### config.mk
export PLATFORM = sky130hd
export DESIGN_NAME = reg_mem_mr_wm
export DESIGN_NICKNAME = d
export VERILOG_FILES = /design/src/rtl/reg_mem_pkg.sv /design/src/rtl/reg_mem_read_port.sv /design/src/rtl/reg_mem_mr_wm.sv
export SDC_FILE = /design/constraint.sdc
export NUM_CORES = 1
export LEC_CHECK = 0
export CORE_MARGIN = 2
export CORE_UTILIZATION = 38
export DETAILED_ROUTE_END_ITERATION = 8
export PLACE_DENSITY = 0.57
export SLEW_MARGIN = 10
export SYNTH_ARGS = -nofsm -noshare
export SYNTH_HDL_FRONTEND = slang
export SYNTH_SLANG_ARGS = --single-unit
export TNS_END_PERCENT = 1
### constraint.sdc
create_clock -name clk_i -period 4.25 [get_ports clk_i]
set_input_delay 1.0625 -clock clk_i [delete_from_list [all_inputs] [get_ports clk_i]]
set_output_delay 1.0625 -clock clk_i [all_outputs]
set_load 0.005 [all_outputs]
### src/rtl/reg_mem_pkg.sv
// reg_mem_pkg
//    Shared types and helpers for the multi-read-port register memory:
//    clear-sweep state encoding, write-lane geometry and the masked row merge
//    used by both the array write path and read-during-write forwarding.
package reg_mem_pkg;

   // Upper bounds for the generic lane merge helper.
   localparam int MAX_WIDTH = 128;
   localparam int MAX_MASK  = 32;

   typedef enum logic {
      IDLE,
      SWEEP
   } clr_state_t;

   // Bits per write lane (all lanes except possibly the top one).
   function automatic int chunk(input int width, input int mask);
      return (width + mask - 1) / mask;
   endfunction

   // Bits covered by the top write lane.
   function automatic int rest(input int width, input int mask);
      return width - (mask - 1) * chunk(width, mask);
   endfunction

   // Returns old_row with every lane whose mask bit is set replaced by new_row.
   // Bit b belongs to lane b / chunk_w; bits above the real row width are
   // discarded by the caller, so the short top lane needs no special case.
   function automatic logic [MAX_WIDTH-1:0] lane_merge(
      input logic [MAX_WIDTH-1:0] old_row,
      input logic [MAX_WIDTH-1:0] new_row,
      input logic [MAX_MASK-1:0]  mask,
      input int unsigned          chunk_w
   );
      logic [MAX_WIDTH-1:0] bit_en;
      bit_en = '0;
      for (int unsigned b = 0; b < MAX_WIDTH; b++) begin
         if ((b / chunk_w) < MAX_MASK) bit_en[b] = mask[b / chunk_w];
      end
      return (new_row & bit_en) | (old_row & ~bit_en);
   endfunction

endpackage

### src/rtl/reg_mem_read_port.sv
// reg_mem_read_port
//    One registered read port of the register memory.
//    clk_i, rst_i : clock, synchronous active-high reset (clears data_o)
//    enable_i     : load data_o this cycle, otherwise hold
//    addr_i       : row address; rows >= HEIGHT read as zero
//    mem_i        : whole array contents
//    wr_valid_i, wr_addr_i, wr_row_i : the full row being written this cycle,
//                   forwarded to the read when WRITE_FIRST is set
//    data_o       : registered read data
module reg_mem_read_port
   import reg_mem_pkg::*;
#(
   parameter int WIDTH       = 32,
   parameter int HEIGHT      = 16,
   parameter int AW          = 4,
   parameter bit WRITE_FIRST = 1'b1
) (
   input  logic                         clk_i,
   input  logic                         rst_i,
   input  logic                         enable_i,
   input  logic [AW-1:0]                addr_i,
   input  logic [HEIGHT-1:0][WIDTH-1:0] mem_i,
   input  logic                         wr_valid_i,
   input  logic [AW-1:0]                wr_addr_i,
   input  logic [WIDTH-1:0]             wr_row_i,
   output logic [WIDTH-1:0]             data_o
);

   logic             in_range;
   logic [WIDTH-1:0] row_d;

   // With a power-of-two height every encodable address is a real row.
   if (HEIGHT == (1 << AW)) begin : g_full
      assign in_range = 1'b1;
   end else begin : g_partial
      assign in_range = ({1'b0, addr_i} < (AW + 1)'(HEIGHT));
   end

   always_comb begin
      // NOTE: default first so every path assigns row_d and no latch is inferred.
      row_d = '0;
      if (in_range) begin
         row_d = mem_i[addr_i];
         // wr_row_i is already the merged row, so unmasked lanes carry old data.
         if (WRITE_FIRST && wr_valid_i && (wr_addr_i == addr_i)) row_d = wr_row_i;
      end
   end

   always_ff @(posedge clk_i) begin
      if (rst_i)         data_o <= '0;
      else if (enable_i) data_o <= row_d;
   end

endmodule

### src/rtl/reg_mem_mr_wm.sv
// reg_mem_mr_wm
//    Single-clock register memory: one lane-masked write port, READ_PORTS
//    registered read ports, selectable read-during-write, and a clear sweep
//    that writes CLEAR_VALUE to every row after reset and on request.
//    clk_i, rst_i   : clock, synchronous active-high reset (starts a sweep)
//    readEnable_i   : per-port read strobe
//    readAddr_i     : per-port read address
//    readData_o     : per-port registered read data
//    writeEnable_i, writeMask_i, writeAddr_i, writeData_i : masked write port
//    clear_i        : request a clear sweep
//    busy_o         : clear sweep in progress; user writes are dropped
module reg_mem_mr_wm
   import reg_mem_pkg::*;
#(
   parameter int               WIDTH       = 32,
   parameter int               HEIGHT      = 16,
   parameter int               MASK        = 4,
   parameter int               READ_PORTS  = 2,
   parameter bit               WRITE_FIRST = 1'b1,
   parameter logic [WIDTH-1:0] CLEAR_VALUE = '0,
   localparam int              AW          = $clog2(HEIGHT)
) (
   input  logic                             clk_i,
   input  logic                             rst_i,
   input  logic [READ_PORTS-1:0]            readEnable_i,
   input  logic [READ_PORTS-1:0][AW-1:0]    readAddr_i,
   output logic [READ_PORTS-1:0][WIDTH-1:0] readData_o,
   input  logic                             writeEnable_i,
   input  logic [MASK-1:0]                  writeMask_i,
   input  logic [AW-1:0]                    writeAddr_i,
   input  logic [WIDTH-1:0]                 writeData_i,
   input  logic                             clear_i,
   output logic                             busy_o
);

   localparam int CHUNK = chunk(WIDTH, MASK);
   localparam int REST  = rest(WIDTH, MASK);

   if (REST < 1) begin : g_bad_rest
      $error("reg_mem_mr_wm: MASK=%0d leaves no bits for the top lane of WIDTH=%0d", MASK, WIDTH);
   end
   if (READ_PORTS < 1 || READ_PORTS > 4) begin : g_bad_ports
      $error("reg_mem_mr_wm: READ_PORTS=%0d outside 1..4", READ_PORTS);
   end
   if (HEIGHT < 2 || WIDTH > MAX_WIDTH || MASK > MAX_MASK) begin : g_bad_geom
      $error("reg_mem_mr_wm: unsupported HEIGHT/WIDTH/MASK combination");
   end

   logic [HEIGHT-1:0][WIDTH-1:0] mem_q;
   clr_state_t                   state;
   logic [AW-1:0]                clr_idx;

   logic                         wr_in_range;
   logic [WIDTH-1:0]             merged_row;
   logic                         wr_valid;
   logic [AW-1:0]                wr_addr;
   logic [WIDTH-1:0]             wr_row;

   if (HEIGHT == (1 << AW)) begin : g_wr_full
      assign wr_in_range = 1'b1;
   end else begin : g_wr_partial
      assign wr_in_range = ({1'b0, writeAddr_i} < (AW + 1)'(HEIGHT));
   end

   assign merged_row = WIDTH'(lane_merge(MAX_WIDTH'(mem_q[writeAddr_i]),
                                         MAX_WIDTH'(writeData_i),
                                         MAX_MASK'(writeMask_i),
                                         unsigned'(CHUNK)));

   // One array write per cycle: the sweep owns the port while busy. Nothing is
   // written during reset; the sweep that follows initialises every row.
   always_comb begin
      wr_valid = 1'b0;
      wr_addr  = writeAddr_i;
      wr_row   = merged_row;
      if (!rst_i) begin
         if (busy_o) begin
            wr_valid = 1'b1;
            wr_addr  = clr_idx;
            wr_row   = CLEAR_VALUE;
         end else if (writeEnable_i && wr_in_range) begin
            wr_valid = 1'b1;
         end
      end
   end

   // NOTE: the array is deliberately left without reset; the clear sweep
   // initialises it, which keeps the storage a plain register file.
   always_ff @(posedge clk_i) begin
      if (wr_valid) mem_q[wr_addr] <= wr_row;
   end

   // Clear FSM; busy_o is a register kept equal to (state == SWEEP).
   always_ff @(posedge clk_i) begin
      // NOTE: state is updated with non-blocking assignments so every reader
      // in this cycle sees the pre-edge value.
      if (rst_i) begin
         state   <= SWEEP;
         clr_idx <= '0;
         busy_o  <= 1'b1;
      end else begin
         case (state)
            IDLE: begin
               if (clear_i) begin
                  state   <= SWEEP;
                  clr_idx <= '0;
                  busy_o  <= 1'b1;
               end
            end
            SWEEP: begin
               if (clr_idx == AW'(HEIGHT - 1)) begin
                  state  <= IDLE;
                  busy_o <= 1'b0;
               end else begin
                  clr_idx <= clr_idx + AW'(1);
               end
            end
            default: begin
               state  <= IDLE;
               busy_o <= 1'b0;
            end
         endcase
      end
   end

   for (genvar p = 0; p < READ_PORTS; p++) begin : g_port
      reg_mem_read_port #(
         .WIDTH       (WIDTH),
         .HEIGHT      (HEIGHT),
         .AW          (AW),
         .WRITE_FIRST (WRITE_FIRST)
      ) u_port (
         .clk_i      (clk_i),
         .rst_i      (rst_i),
         .enable_i   (readEnable_i[p]),
         .addr_i     (readAddr_i[p]),
         .mem_i      (mem_q),
         .wr_valid_i (wr_valid),
         .wr_addr_i  (wr_addr),
         .wr_row_i   (wr_row),
         .data_o     (readData_o[p])
      );
   end

endmodule

==> results.cfg <==
[sta]
worstMarginPinSlew_ns = 1.04
fin_crit_sh_pct = 74.0
fin_setup_tns_ns = 0
slew_headroom_pct = 30.1
hold_viol = 0
worst_slack_ns = 1.10
rsz0062_at_grt = false
period_needed_ns = 3.15
max_freq_mhz = 318
skew_ns = 0.0272
drv_slew = 0
setup_viol_count_final = 0

[synthesis]
synth_warnings = 0
synth_top_cell_area_share_pct = 48.8
synth_largest_area_cell = edfxtp_1
netlist_instances = 1891
syn_avg_cell_area_um2 = 16.7
synth_ff_type = edfxtp_1
yosys-top-cells-area = edfxtp_1 (49%), mux4_2 (27%), dfxtp_1 (4.4%), mux2i_1 (3.1%), a211oi_1 (2.3%)
ys_ff_latch = 582
synth.distinct_cells = 42
synth_fp_nets = 1946
synthArstFlopShare_pct = 0
seq_area_frac_synth_pct = 53.2
synth_area_um2 = 31500
synth-edff-count = 512

[die]
die-area_um2 = 85300
die_w_um = 292
start_util_pct = 38.4
placementRows = 105
die_h_um = 292
coreArea_um2 = 82100
pin_count = 119

[route]
wl_met3_mm = 9.50
met2WireLength_mm = 46.9
wire_per_inst_um = 32.2
drtAntennaViolNets = 0
top_layer_used = met5
vias = 20245
totalWireLength_mm = 100
drt_iter0_drc = 2386
wl_met1_mm = 40.7
drc = 0
dr.pass1.iters = 6
viasPerCell = 6.51

[finish]
drive_above_1_share_pct = 33.3
ff_latch_area_um2 = 16800
multi_input_area_um2 = 13900
fin_nets = 2043
fillCellCount = 7003
syn_to_final_growth_pct = 16.3
n_antenna_cell = 0

[place]
pre_cts_slack_ns = 0.470
hpwl_mm = 60.8
port_buffers = 118
gp_congestion = 0.823

[clock_network]
insertion_delay_ns = 0.61
root_buffer = clkbuf_16
clock-sinks = 582
holdBufCountCts = 0
clockBufferDepth = 3
htree_levels = 3
numCtsBuffers = 66
cts_tree = built
cts_resized = 0
postCtsSetupBuffers = 0
clkTransAtPathRegs_ns = 0.06

[worst_setup_path]
critPathTopFamily = buffers and inverters
worstSetupPathType = reg2out
worstPathArrival_ns = 2.08
worstPathMaxFanout = 14
critPathBufInv = 1
critPathSlowestCell = clkdlybuf4s50_1
worstPathCellList = clkdlybuf4s50_1
cp_slowest_stage_delay_ns = 0.77
start_kind = flop
crit_required_ns = 3.19
cp-end-kind = output pin

[grt]
globalRouteTotalUtil_pct = 23.4
grt_pass1_wl_mm = 145
grt_max_degree = 67
grt_pass1_vias = 20602
antenna_found_initial = 1
grt_overflow = 0

[outcome]
status = finished clean

[pwr]
p_leak_nw = 12.0
p_per_area_nw_per_um2 = 389
vdd_drop_max_mv = 0.229

[hold_path]
hold_path_class = reg2reg

[job]
drv_cap = 0
==> final cells by class <==
cell class                 count  area share (%)
sequential                   582            45.7
clock buffer                  80            4.85
timing repair buffer         221            6.59
inverter                       3          0.0307
tap                         1070            3.65
multi-input combinational   1114            37.9
clock inverter                39            1.20
==> synth_stat cells, drive strengths merged (34+ instances only) <==
cell type  instances
a211oi           128
a21oi             71
buf               87
clkbuf           105
dfxtp             70
edfxtp           512
mux2i            100
mux4             384
nand2             41
nand3             34
nor2              90
nor2b             68
==> report_power, final <==
group | total, mW | leakage (nW) | switching [mW] | internal [mW]
Clock | 5.87 | 1.08 | 2.33 | 3.54
Sequential | 6.54 | 5.30 | 0.110 | 6.43
Combinational | 1.87 | 5.57 | 1.02 | 0.851
==> final timing paths <==
check | from | slack (ns) | cells past startpoint | endpoint
min | g_port[0].u_port.data_o[19]$_SDFFE_PP0P_ | 0.49 | 2 | g_port[0].u_port.data_o[19]$_SDFFE_PP0P_
max reg2reg | busy_o$_SDFFE_PP1P_ | 1.48 | 5 | mem_q[194]$_DFFE_PP_
min reg2reg | g_port[0].u_port.data_o[19]$_SDFFE_PP0P_ | 0.49 | 2 | g_port[0].u_port.data_o[19]$_SDFFE_PP0P_
max | busy_o$_SDFFE_PP1P_ | 1.10 | 1 | busy_o
==> per-layer routing <==
metal,GRT usage [%],up-vias
met1,32.0,10695
met4,7.47,2
met5,0,-
li1,-,8211
met3,5.20,198
met2,37.4,1139
==> placed cells by master (no fill, tap or decap), drive strengths merged, types with 34 or more instances in the layout <==
master,netlist,layout
a211oi,128,128
mux4,384,384
nor2,90,90
mux2i,100,100
nand2,41,41
buf,87,116
edfxtp,512,512
nor2b,68,68
dfxtp,70,70
a21oi,71,71
clkdlybuf4s50,0,103
nand3,34,34
clkbuf,105,82
==> through the flow <==
step	power [mW]	utilization, %	instance area, um^2	cells	hold slack [ns]
3_5_place_dp	8.52	42.0	34500	2990	0.481
5_1_grt	14.7	44.7	36700	3109	0.508
6_report	14.3	44.7	36700	3109	0.487
2_1_floorplan	7.82	-	31500	1891	0.476
3_3_place_gp	8.50	42.0	34500	2990	0.479
4_1_cts	14.4	44.7	36700	3109	0.488
==> state kept, by name, summed over array words and instances (netlist names) <==
signal	flops
mem_q	512
clr_idx	4
g_port.u_port.data_o	64
state	1
busy_o	1
==> logic make-up after synthesis <==
logic type / after synthesis / synth area share [%]
flops: 582 / 53.2
mux: 486 / 30.7
compound gates: 337 / 8.28
simple gates: 280 / 4.45
buf+inv: 195 / 3.06
xor+xnor: 10 / 0.278
fa+ha+maj: 1 / 0.0397
Note: power is estimated with default switching activity, not from simulation.
